<file path="config.mk">
export PLATFORM = sky130hd
export DESIGN_NAME = fifo_sync_param
export DESIGN_NICKNAME = d
export VERILOG_FILES = /design/src/rtl/fifo_sync_param.sv
export SDC_FILE = /design/constraint.sdc
export NUM_CORES = 1
export LEC_CHECK = 0
export BUFFER_PORTS_ARGS = -buffer_cell sky130_fd_sc_hd__clkbuf_2
export CAP_MARGIN = 5
export CORE_MARGIN = 4
export CORE_UTILIZATION = 25
export DETAILED_ROUTE_END_ITERATION = 10
export GPL_TIMING_DRIVEN = 0
export PLACE_DENSITY = 0.51
export SYNTH_ARGS = -nofsm -noshare
export SYNTH_HDL_FRONTEND = slang
export SYNTH_SLANG_ARGS = --single-unit
export TNS_END_PERCENT = 10
</file>
<file path="constraint.sdc">
create_clock -name CLK -period 1.9 [get_ports CLK]
set_input_delay 0.095 -clock CLK [delete_from_list [all_inputs] [get_ports CLK]]
set_output_delay 0.095 -clock CLK [all_outputs]
set_load 0.05 [all_outputs]
</file>
<file path="src/rtl/fifo_sync_param.sv">
// rtl/fifo_sync_param.sv - parametrised synchronous FIFO with first-word-fall-through read data
// Provides occupancy count, programmable almost flags, flush, and sticky overflow/underflow.
module fifo_sync_param #(
    parameter int WIDTH    = 8,
    parameter int DEPTH    = 4,
    parameter int AF_LEVEL = 3,
    parameter int AE_LEVEL = 1,
    localparam int CW      = $clog2(DEPTH + 1)
) (
    input  logic             CLK,
    input  logic             RST,
    input  logic             flush,
    input  logic             enq,
    input  logic [WIDTH-1:0] din,
    input  logic             deq,
    output logic [WIDTH-1:0] dout,
    output logic             full,
    output logic             empty,
    output logic             almost_full,
    output logic             almost_empty,
    output logic [CW-1:0]    count,
    output logic             overflow,
    output logic             underflow
);

    localparam int PW = (DEPTH > 1) ? $clog2(DEPTH) : 1;
    localparam logic [PW-1:0] PTR_LAST = PW'(DEPTH - 1);
    localparam logic [CW-1:0] CNT_FULL = CW'(DEPTH);
    localparam logic [CW-1:0] CNT_AF   = CW'(AF_LEVEL);
    localparam logic [CW-1:0] CNT_AE   = CW'(AE_LEVEL);

    logic [WIDTH-1:0] mem_q [DEPTH];
    logic [WIDTH-1:0] mem_d [DEPTH];
    logic [PW-1:0]    wr_ptr_q, wr_ptr_d;
    logic [PW-1:0]    rd_ptr_q, rd_ptr_d;
    logic [CW-1:0]    count_q, count_d;
    logic             overflow_q, overflow_d;
    logic             underflow_q, underflow_d;
    logic             wr_acc, rd_acc;

    // Status decodes come straight from the count register, so they track post-edge state.
    assign full         = (count_q == CNT_FULL);
    assign empty        = (count_q == '0);
    assign almost_full  = (count_q >= CNT_AF);
    assign almost_empty = (count_q <= CNT_AE);
    assign count        = count_q;
    assign overflow     = overflow_q;
    assign underflow    = underflow_q;
    assign dout         = empty ? '0 : mem_q[rd_ptr_q];

    // A full FIFO still accepts a write when the head leaves in the same cycle.
    assign wr_acc = enq & (~full | deq);
    assign rd_acc = deq & ~empty;

    always_comb begin
        mem_d       = mem_q;
        wr_ptr_d    = wr_ptr_q;
        rd_ptr_d    = rd_ptr_q;
        count_d     = count_q;
        overflow_d  = overflow_q | (enq & full & ~deq);
        underflow_d = underflow_q | (deq & empty);

        if (flush) begin
            wr_ptr_d    = '0;
            rd_ptr_d    = '0;
            count_d     = '0;
            overflow_d  = 1'b0;
            underflow_d = 1'b0;
        end else begin
            if (wr_acc) begin
                mem_d[wr_ptr_q] = din;
                wr_ptr_d        = (wr_ptr_q == PTR_LAST) ? '0 : wr_ptr_q + 1'b1;
            end
            if (rd_acc) begin
                rd_ptr_d = (rd_ptr_q == PTR_LAST) ? '0 : rd_ptr_q + 1'b1;
            end
            if (wr_acc && !rd_acc) begin
                count_d = count_q + 1'b1;
            end else if (rd_acc && !wr_acc) begin
                count_d = count_q - 1'b1;
            end
        end
    end

    always_ff @(posedge CLK) begin
        mem_q <= mem_d;
        if (RST) begin
            wr_ptr_q    <= '0;
            rd_ptr_q    <= '0;
            count_q     <= '0;
            overflow_q  <= 1'b0;
            underflow_q <= 1'b0;
        end else begin
            wr_ptr_q    <= wr_ptr_d;
            rd_ptr_q    <= rd_ptr_d;
            count_q     <= count_d;
            overflow_q  <= overflow_d;
            underflow_q <= underflow_d;
        end
    end

endmodule

</file>
==> reports/metrics.yaml, run 1 <==
clk_latency_ns: 0.29
max_freq_ghz: 0.5531
worst-slew-pin-transition_ns: 0.5347
irDropWorstVdd_uv: 279.4
rsz0062_at_grt: "false"
dpl.hpwl_um: 2419
crit_path_end_kind: "output pin"
place_congestion: 0.6953
p_int_mw: 1.514
first_global_vias: 1130
postCtsSetupBuffers: 0
post-route-period-util_pct: 95.15
finalNetCount: 185
portBuffers: 29
max_stage_delay_ns: 0.52
cts_buffers: 5
synth_most_common_cell: "edfxtp_1"
grtUsageTotal_pct: 8.824
power_mw: 2.088
dr.first_iter.drc_count: 27
p_per_area_nw_per_um2: 906.2
setup_slack_ns: 0.09214
via_per_inst: 4.078
whs_endpoint: "mem_q[6]"
areaGrowthSynthToFinish_pct: 26.77
coreArea_um2: 6944
instances_no_fill: 257
path_max_fanout: 10
rows: 30
yosys.area.top_type: "edfxtp_1"
antenna_found_initial: 0
via_count: 1048
switching_share_pct: 27.50
die_w_um: 93.28
pwr-share-clk_pct: 32.0
pwr-share-comb_pct: 20.0
drv_cap: 0
post_drt_wl_per_cell_um: 13.24
htreeDepth: 2
synth_top_area_share_pct: 52.86
min_path_type: "input port to flop"
hold_start: "din[6]"
firstDrtPassIters: 4
grt_pass1_wl_um: 5713
synth_ff_type: "edfxtp_1"
slew_headroom_pct: 64.32
holdBufCountCts: 0
drc: 0
synth_cells: 125
ys_types: 26
p_leak_nw: 0.8574
place_ws_ns: -0.2269
power_frac_seq_pct: 48.0
start_kind: "flop"
skew_ns: 0.005884
min_delay_path_depth: 1
final_area_um2: 2305
cts_tree: "done"
drive_gt1_share_pct: 37.89
synth-seq-area-share_pct: 62.77
ff2ff_path_depth: 5
r2r-end: "mem_q[10]"
start_util_pct: 26.18
final_hold_viol_count: 0
synth_edf_count: 32
rrSetupSlack_ns: 0.13
place_inst: 250
crit_arrival_ns: 1.71
dieArea_um2: 8700
synth_area_leaders: "edfxtp_1 53%, dfxtp_1 9.9%, mux4_2 9.9%, ha_1 7.6%, and2_1 2.8%"
clockBufferDepth: 2
antenna_left: 0
finalCriticalPeriod_ns: 1.808
overflow: 0
antennaDiodeCount: 0
clock-root-buffer: "clkbuf_8"
crit_required_ns: 1.80
die_y_um: 93.28
crit_type: "flop to output pin"
synth-async-reset-ratio_pct: 0
cts.sinks: 41
grt_max_degree: 13
syn_avg_cell_area_um2: 14.54
r2r_start: "count[0]"
clk_pin_slew_ns: 0.08
p_sw_uw: 574.4
syn_area_um2: 1818
drv_slew: 0
crit_chain: "buf_6 -> mux4_2 -> and2_1 -> clkbuf_4"
ys_warn_count: 0
outcome: "completed"
setup_viol: 0
io_pins: 30
dpl_cell_area_um2: 2112
synth-seq-cells: 41
cp_slowest_cell: "mux4_2"
syn_nets: 149
drt_wl_total_um: 3403
synth_commonest_cells: "32 x edfxtp_1, 11 x ha_1, 9 x dfxtp_1, 9 x inv_1"
[worst max path at each step]
stage | cells after the start | slack (ns) | endpoint | from
after floorplan | 7 | 0.05 | count[2] | count[2]
after global placement | 5 | -0.23 | mem_q[25] | count[0]
after detailed placement | 5 | -0.23 | mem_q[27] | count[0]
after CTS | 4 | 0.02 | dout[7] | rd_ptr_q[0]
after global routing | 9 | 0.005 | count[2] | count[0]
final | 4 | 0.09 | dout[7] | rd_ptr_q[0]
[registers in the layout, indices dropped and copies added (netlist names)]
register and flops:
count 3, overflow 1, mem_q 32, rd_ptr_q 2, underflow 1, wr_ptr_q 2
[repair_timing]
item | in CTS | in global routing
resized for setup | 19 | 8
endpoints found under the setup margin | 43 | 11
pin swaps | 2 | 1
[kinds of logic (layout without fill, tap and decap cells)]
| logic type | after synthesis | in the layout | synth area share [%] |
|---|---|---|---|
| AOI/OAI and AO/OA | 15 | 15 | 4.267 |
| and+or+nand+nor | 32 | 32 | 10.26 |
| buffers and inverters | 15 | 51 | 3.716 |
| adders and majority gates | 11 | 11 | 7.570 |
| DFF | 41 | 41 | 62.77 |
| muxes | 9 | 9 | 10.46 |
| xor gates and xnor gates | 2 | 2 | 0.9637 |
[power groups by stage]
stage | combinational (mW) | sequential [mW] | clock, mW
detailed placement | 0.384 | 1.02 | 0
CTS | 0.411 | 1.00 | 0.690
global placement | 0.381 | 1.02 | 0
global route | 0.455 | 1.00 | 0.732
floorplan | 0.263 | 1.04 | 0
finish | 0.417 | 1.00 | 0.669
[routing by layer]
metal,wire (um),up-vias,track usage [%]
li1,-,525,-
met1,1600,485,10.91
met2,1500,31,13.94
met3,261,7,3.862
met4,40,0,2.564
met5,0,-,0
[placed cells by master, fill, tap and decap left out, drive strengths merged, types with 2 or more instances in the layout]
cell type	n
clkbuf	36
buf	3
nand3	2
and2	8
nor3b	5
a21oi	8
mux4	8
or4	2
nor2	7
ha	11
inv	10
o21ai	6
dfxtp	9
nand2	3
edfxtp	32
[through the flow]
stage / hold WS, ns / setup TNS [ns] / utilization, %
6_report: 0.02348 / 0 / 33.19
2_1_floorplan: 0.1939 / 0 / -
3_5_place_dp: 0.3204 / -6.670 / 30.41
5_1_grt: 0.01382 / 0 / 33.19
3_3_place_gp: 0.3199 / -6.419 / 30.41
4_1_cts: 0.01998 / 0 / 32.83
[worst max-delay path, delay by kind of cell (launching register included)]
kind / cells / cell delay (ns)
buf+inv: 2 / 0.38
mux: 1 / 0.52
flops: 1 / 0.35
simple gates: 1 / 0.17
[final cells by class]
cell class | count | area (um^2)
fillers | 670 | 4639
flip-flops and latches | 41 | 1149
multi-input cells | 69 | 681.9
repair buffers | 29 | 165.2
well taps | 96 | 120.1
clock buffers | 5 | 68.82
plain buffers | 5 | 42.54
inverters | 10 | 42.54
clock inverters | 2 | 35.03
Power figures use the tool's default switching activity.
==> inputs of run 2 (changes only) <==
--- a/config.mk
+++ b/config.mk
@@ -11,8 +11,8 @@
 export CORE_UTILIZATION = 25
 export DETAILED_ROUTE_END_ITERATION = 10
 export GPL_TIMING_DRIVEN = 0
-export PLACE_DENSITY = 0.51
+export PLACE_DENSITY = 0.5
 export SYNTH_ARGS = -nofsm -noshare
 export SYNTH_HDL_FRONTEND = slang
 export SYNTH_SLANG_ARGS = --single-unit
-export TNS_END_PERCENT = 10
+export TNS_END_PERCENT = 50
==> constraint.sdc (replaced) <==
create_clock -name CLK -period 2.3 [get_ports CLK]
set_input_delay 0.115 -clock CLK [delete_from_list [all_inputs] [get_ports CLK]]
set_output_delay 0.115 -clock CLK [all_outputs]
set_load 0.05 [all_outputs]
==> run 2 against run 1 <==
  * Non-clock buffer count did not move
  * Hold slack improved by 0.010 ns
  * Setup slack better by 0.065 ns
  * Clock power fell by 13%
  * Total power shrank 18%
  * Critical path depth up 1
  * Routed wire length shrank 0.26%
  * Clock skew rose by 0.0018 ns
  * Die area did not move
  * Sequential cell count stayed put
  * Register-to-register slack gained 0.03 ns
  * Largest cell class unchanged
==> reports/metrics.yaml, run 2 (same netlist as run 1, synthesis figures left out) <==
postCtsSetupBuffers: 0  # unchanged
first_global_vias: 1117  # -1.2%
max_freq_ghz: 0.4666
areaGrowthSynthToFinish_pct: 22.09
r2r_start: "count[0]"
slew_headroom_pct: 48.06  # -16 points
via_count: 1035  # -1.2%
clock-root-buffer: "clkbuf_8"
final_hold_viol_count: 0  # unchanged
firstDrtPassIters: 4  # unchanged
start_kind: "flop"
rsz0062_at_grt: "true"
final_common_cell: "edfxtp_1"
cp_slowest_cell: "nor3b_2"
rows: 30  # unchanged
whs_endpoint: "mem_q[2]"
seq_area_um2: 1141  # -0.65%
fill_cells: 697  # +4.0%
overflow: 0  # unchanged
antenna_found_initial: 0  # unchanged
max_stage_delay_ns: 0.70  # +0.18 ns
cts_buffers: 5  # unchanged
outcome: "completed"
finalCriticalPeriod_ns: 2.143
cts_tree: "done"
dr.first_iter.drc_count: 33  # +22%
worst-slew-pin-transition_ns: 0.7758  # +0.2411 ns
skew_ns: 0.007660  # +0.001776 ns
dpl.hpwl_um: 2378  # -1.7%
crit_type: "flop to flop"
ff2ff_path_depth: 5  # unchanged
clk_pin_slew_ns: 0.08  # about the same
antenna_left: 0  # unchanged
setup_tns_ns: 0  # unchanged
io_pins: 30  # unchanged
via_per_inst: 4.012  # -1.6%
cts.sinks: 41  # unchanged
grt_max_degree: 15  # +2
finalNetCount: 185  # unchanged
largest_reg_flops: 32  # unchanged
crit_chain: "inv_1 -> ha_1 -> nand3b_1 -> nand2_1 -> nor3b_2"
grtUsageTotal_pct: 8.345  # -0.48 points
drt_wl_total_um: 3394  # -0.26%
irDropWorstVdd_uv: 339.2  # +21%
final_cell_mix: "32 x edfxtp_1, 30 x clkbuf_2, 11 x ha_1"
place_congestion: 0.6850  # -1.5%
largest-register: "mem_q"
crit_required_ns: 2.22  # +0.42 ns
start_util_pct: 26.18  # unchanged
die_w_um: 93.28  # unchanged
drv_slew: 0  # unchanged
place_inst: 250  # unchanged
grt_pass1_wl_um: 5499  # -3.7%
crit_arrival_ns: 2.06  # +0.35 ns
drive_gt1_share_pct: 33.33  # -4.6 points
drc: 0  # unchanged
r2r-end: "mem_q[1]"
dieArea_um2: 8700  # unchanged
setup_viol: 0  # unchanged
drv_cap: 0  # unchanged
clk_latency_ns: 0.29  # about the same
final_area_um2: 2220  # -3.7%
p_per_area_nw_per_um2: 773.5  # -15%
post-route-period-util_pct: 93.18
multiInputGateArea_um2: 629.4  # -7.7%
clockBufferDepth: 2  # unchanged
min_path_type: "input port to flop"
holdBufCountCts: 0  # unchanged
rrSetupSlack_ns: 0.16  # +0.03 ns
post_drt_wl_per_cell_um: 13.16  # -0.65%
htreeDepth: 2  # unchanged
crit_path_end_kind: "flop"
hold_start: "din[2]"
die_y_um: 93.28  # unchanged
portBuffers: 29  # unchanged
antennaDiodeCount: 0  # unchanged
dpl_cell_area_um2: 2098  # -0.65%
p_leak_nw: 0.8293  # -3.3%
coreArea_um2: 6944  # unchanged
min_delay_path_depth: 1  # unchanged
instances_no_fill: 258  # +0.39%
path_max_fanout: 8  # -2
run 2: per-layer routing:
layer  share of wire [%]  global-route usage [%]
met1                  47                   10.34
met2                  47                   13.88
met3                 5.3                   2.816
met4                0.44                   2.198
met5                   0                       0
run 2: how the worst max path moves through the flow:
stage	to	from	slack, ns
2_1_floorplan	mem_q[0]	count[0]	-0.11
3_3_place_gp	mem_q[30]	count[0]	-0.36
3_5_place_dp	mem_q[14]	count[0]	-0.29
4_1_cts	mem_q[17]	count[0]	0.09
5_1_grt	mem_q[17]	count[0]	-0.05
6_report	mem_q[1]	count[0]	0.16
run 2: where the power goes:
group          switching (mW)  internal, mW  total [mW]  leakage (nW)
registers             0.00969         0.815       0.825         0.364
logic                   0.219        0.0929       0.312         0.411
clock network           0.255         0.325       0.579        0.0543
total                   0.484          1.23        1.72         0.829
run 2: worst max-delay path: cells and delay by family, from the launching register on:
family	cells	cell delay [ns]
AND/OR/NAND/NOR	3	0.99
buffers and inverters	1	0.12
adder cells (fa/ha/maj)	1	0.24
flip-flops	1	0.42
run 2: stage by stage:
step	utilization [%]	worst slack [ns]	hold slack [ns]	power [mW]
global route	31.96	-0.05489	0.03603	1.802
global placement	30.00	-0.3585	0.3392	1.157
floorplan	-	-0.1085	0.2139	1.076
detailed placement	30.22	-0.2949	0.3393	1.159
CTS	31.96	0.09123	0.03209	1.741
finish	31.96	0.1569	0.03385	1.717
run 2: what timing repair did:
item                                    4_1_cts  5_1_grt
resized for setup                             2        0
endpoints found under the setup margin       11       32
cloned                                        0        0
pin swaps                                     0        0
run 2: layout make-up:
type                    count  area share [%]
plain buffers               5           1.409
multi-input cells          69           28.35
well taps                  96           5.411
inverters                  10           1.691
clock inverters             3           2.086
flip-flops and latches     41           51.41
repair buffers             29           6.539
clock buffers               5           3.100
==> inputs of run 3 (changes only) <==
--- a/config.mk
+++ b/config.mk
@@ -5,7 +5,7 @@
 export SDC_FILE = /design/constraint.sdc
 export NUM_CORES = 1
 export LEC_CHECK = 0
-export BUFFER_PORTS_ARGS = -buffer_cell sky130_fd_sc_hd__clkbuf_2
+export BUFFER_PORTS_ARGS = -buffer_cell sky130_fd_sc_hd__buf_2
 export CAP_MARGIN = 5
 export CORE_MARGIN = 4
 export CORE_UTILIZATION = 25
==> run 3 against run 2 <==
  * Non-clock buffer count rose by 1
  * Setup slack lost 0.019 ns
  * Total power shrank 7.9%
  * Clock-buffer cell count unchanged
  * Sequential cell count unchanged
  * Maximum frequency decreased by 0.88%
  * Critical path depth did not move
  * Hold slack gained 0.0043 ns
  * Sequential share of layout area up 0.53 points
  * Clock skew is 0.0044 ns lower
  * Critical endpoint is now mem_q[28]
  * Largest cell class unchanged
==> reports/metrics.yaml, run 3 (same netlist as run 1, synthesis figures left out) <==
antennaDiodeCount: 0  # unchanged
die_y_um: 93.28  # unchanged
cts.sinks: 41  # unchanged
drv_slew: 0  # unchanged
hold_start: "din[1]"
start_kind: "flop"
r2r_start: "count[0]"
rrSetupSlack_ns: 0.14  # -0.02 ns
path_max_fanout: 8  # unchanged
irDropWorstVdd_uv: 289.9  # -15%
finalCriticalPeriod_ns: 2.162  # +0.01896 ns
p_leak_nw: 0.8369  # +0.92%
via_per_inst: 4.124  # +2.8%
grt_max_degree: 14  # -1
overflow: 0  # unchanged
final_common_cell: "edfxtp_1"
cts_tree: "done"
max_freq_ghz: 0.4625  # -0.88%
place_congestion: 0.6943  # +1.4%
clockBufferDepth: 2  # unchanged
coreArea_um2: 6944  # unchanged
antenna_found_initial: 0  # unchanged
min_path_type: "input port to flop"
crit_arrival_ns: 2.08  # +0.02 ns
outcome: "completed"
power_mw: 1.582  # -7.9%
fill_cells: 702  # +0.72%
firstDrtPassIters: 4  # unchanged
start_util_pct: 26.18  # unchanged
io_pins: 30  # unchanged
final_hold_viol_count: 0  # unchanged
r2r-end: "mem_q[28]"
post_drt_wl_per_cell_um: 13.00  # -1.1%
cts_buffers: 5  # unchanged
areaGrowthSynthToFinish_pct: 20.85
whs_endpoint: "mem_q[1]"
clock-root-buffer: "clkbuf_8"
post-route-period-util_pct: 94.00  # +0.82 points
drv_cap: 0  # unchanged
dr.first_iter.drc_count: 48  # +45%
drive_gt1_share_pct: 32.52  # -0.82 points
clk_pin_slew_ns: 0.08  # about the same
min_delay_path_depth: 1  # unchanged
finalNetCount: 186  # +0.54%
dieArea_um2: 8700  # unchanged
dpl.hpwl_um: 2364  # -0.61%
drc: 0  # unchanged
crit_required_ns: 2.22  # about the same
grt_pass1_wl_um: 5347  # -2.8%
skew_ns: 0.003270  # -0.004390 ns
clk_latency_ns: 0.28  # about the same
largest-register: "mem_q"
via_count: 1068  # +3.2%
slew_headroom_pct: 47.40  # -0.65 points
setup_viol: 0  # unchanged
worst-slew-pin-transition_ns: 0.7855  # +0.009748 ns
grtUsageTotal_pct: 8.198  # -0.15 points
die_w_um: 93.28  # unchanged
crit_type: "flop to flop"
holdBufCountCts: 0  # unchanged
drt_wl_total_um: 3368  # -0.77%
portBuffers: 29  # unchanged
final_cell_mix: "32 x edfxtp_1, 31 x buf_2, 11 x ha_1"
ff2ff_path_depth: 5  # unchanged
antenna_left: 0  # unchanged
crit_start: "count[0]"
crit_path_end_kind: "flop"
first_global_vias: 1089  # -2.5%
htreeDepth: 2  # unchanged
rsz0062_at_grt: "true"
largest_reg_flops: 32  # unchanged
whs_ns: 0.03817  # +0.004318 ns
final_core_util_pct: 31.64  # -0.32 points
p_per_area_nw_per_um2: 720.0  # -6.9%
rows: 30  # unchanged
[run 3: cell type report]
type | instances | area, um^2 | area share (%)
multi-input combinational | 69 | 630.6 | 28.70
clock buffer | 5 | 68.82 | 3.132
buffer | 4 | 26.28 | 1.196
sequential | 41 | 1141 | 51.94
inverter | 10 | 37.54 | 1.708
tap | 96 | 120.1 | 5.467
clock inverter | 3 | 17.52 | 0.7973
timing repair buffer | 31 | 155.1 | 7.062
[run 3: timing repair]
action | CTS | global route
endpoints found under the setup margin | 18 | 8
resized for setup | 1 | 1
pin swaps | 0 | 0
setup buffers | 0 | 0
[run 3: per-stage QoR]
step | TNS [ns] | setup WS, ns | std cells | area, um^2
floorplan | -3.469 | -0.1085 | 125 | 1818
global placement | -9.743 | -0.3451 | 250 | 2083
detailed placement | -2.296 | -0.2818 | 252 | 2103
CTS | 0 | 0.08237 | 259 | 2191
global route | -0.09489 | -0.01357 | 259 | 2197
finish | 0 | 0.1380 | 259 | 2197
[run 3: per-layer routing]
metal / part of all wire, % / wire length, um / global-route usage [%] / up-vias
met4: 0.39 / 13 / 2.564 / 0
met1: 48 / 1633 / 10.52 / 509
met5: 0 / 0 / 0 / -
met2: 46 / 1545 / 13.16 / 27
met3: 5.2 / 174 / 2.574 / 2
li1: - / - / - / 530
[run 3: power by group]
| group | switching, mW | internal [mW] | total, mW | leakage (nW) |
|---|---|---|---|---|
| Clock | 0.238 | 0.210 | 0.447 | 0.0455 |
| Sequential | 0.00957 | 0.816 | 0.825 | 0.364 |
| Combinational | 0.217 | 0.0925 | 0.310 | 0.428 |
[run 3: worst max-delay path by stage]
stage | depth (start not counted) | slack, ns | end
2_1_floorplan | 5 | -0.11 | mem_q[0]
3_3_place_gp | 5 | -0.35 | mem_q[30]
5_1_grt | 5 | -0.01 | mem_q[31]
4_1_cts | 5 | 0.08 | mem_q[25]
3_5_place_dp | 5 | -0.28 | mem_q[14]
6_report | 5 | 0.14 | mem_q[28]
[run 3: critical path, cell delays in order, from the launching register on]
cell      delay [ns]
dfxtp_1         0.42
inv_1           0.11
ha_1            0.24
nand3b_1        0.12
nand2_1         0.18
nor3b_2         0.71
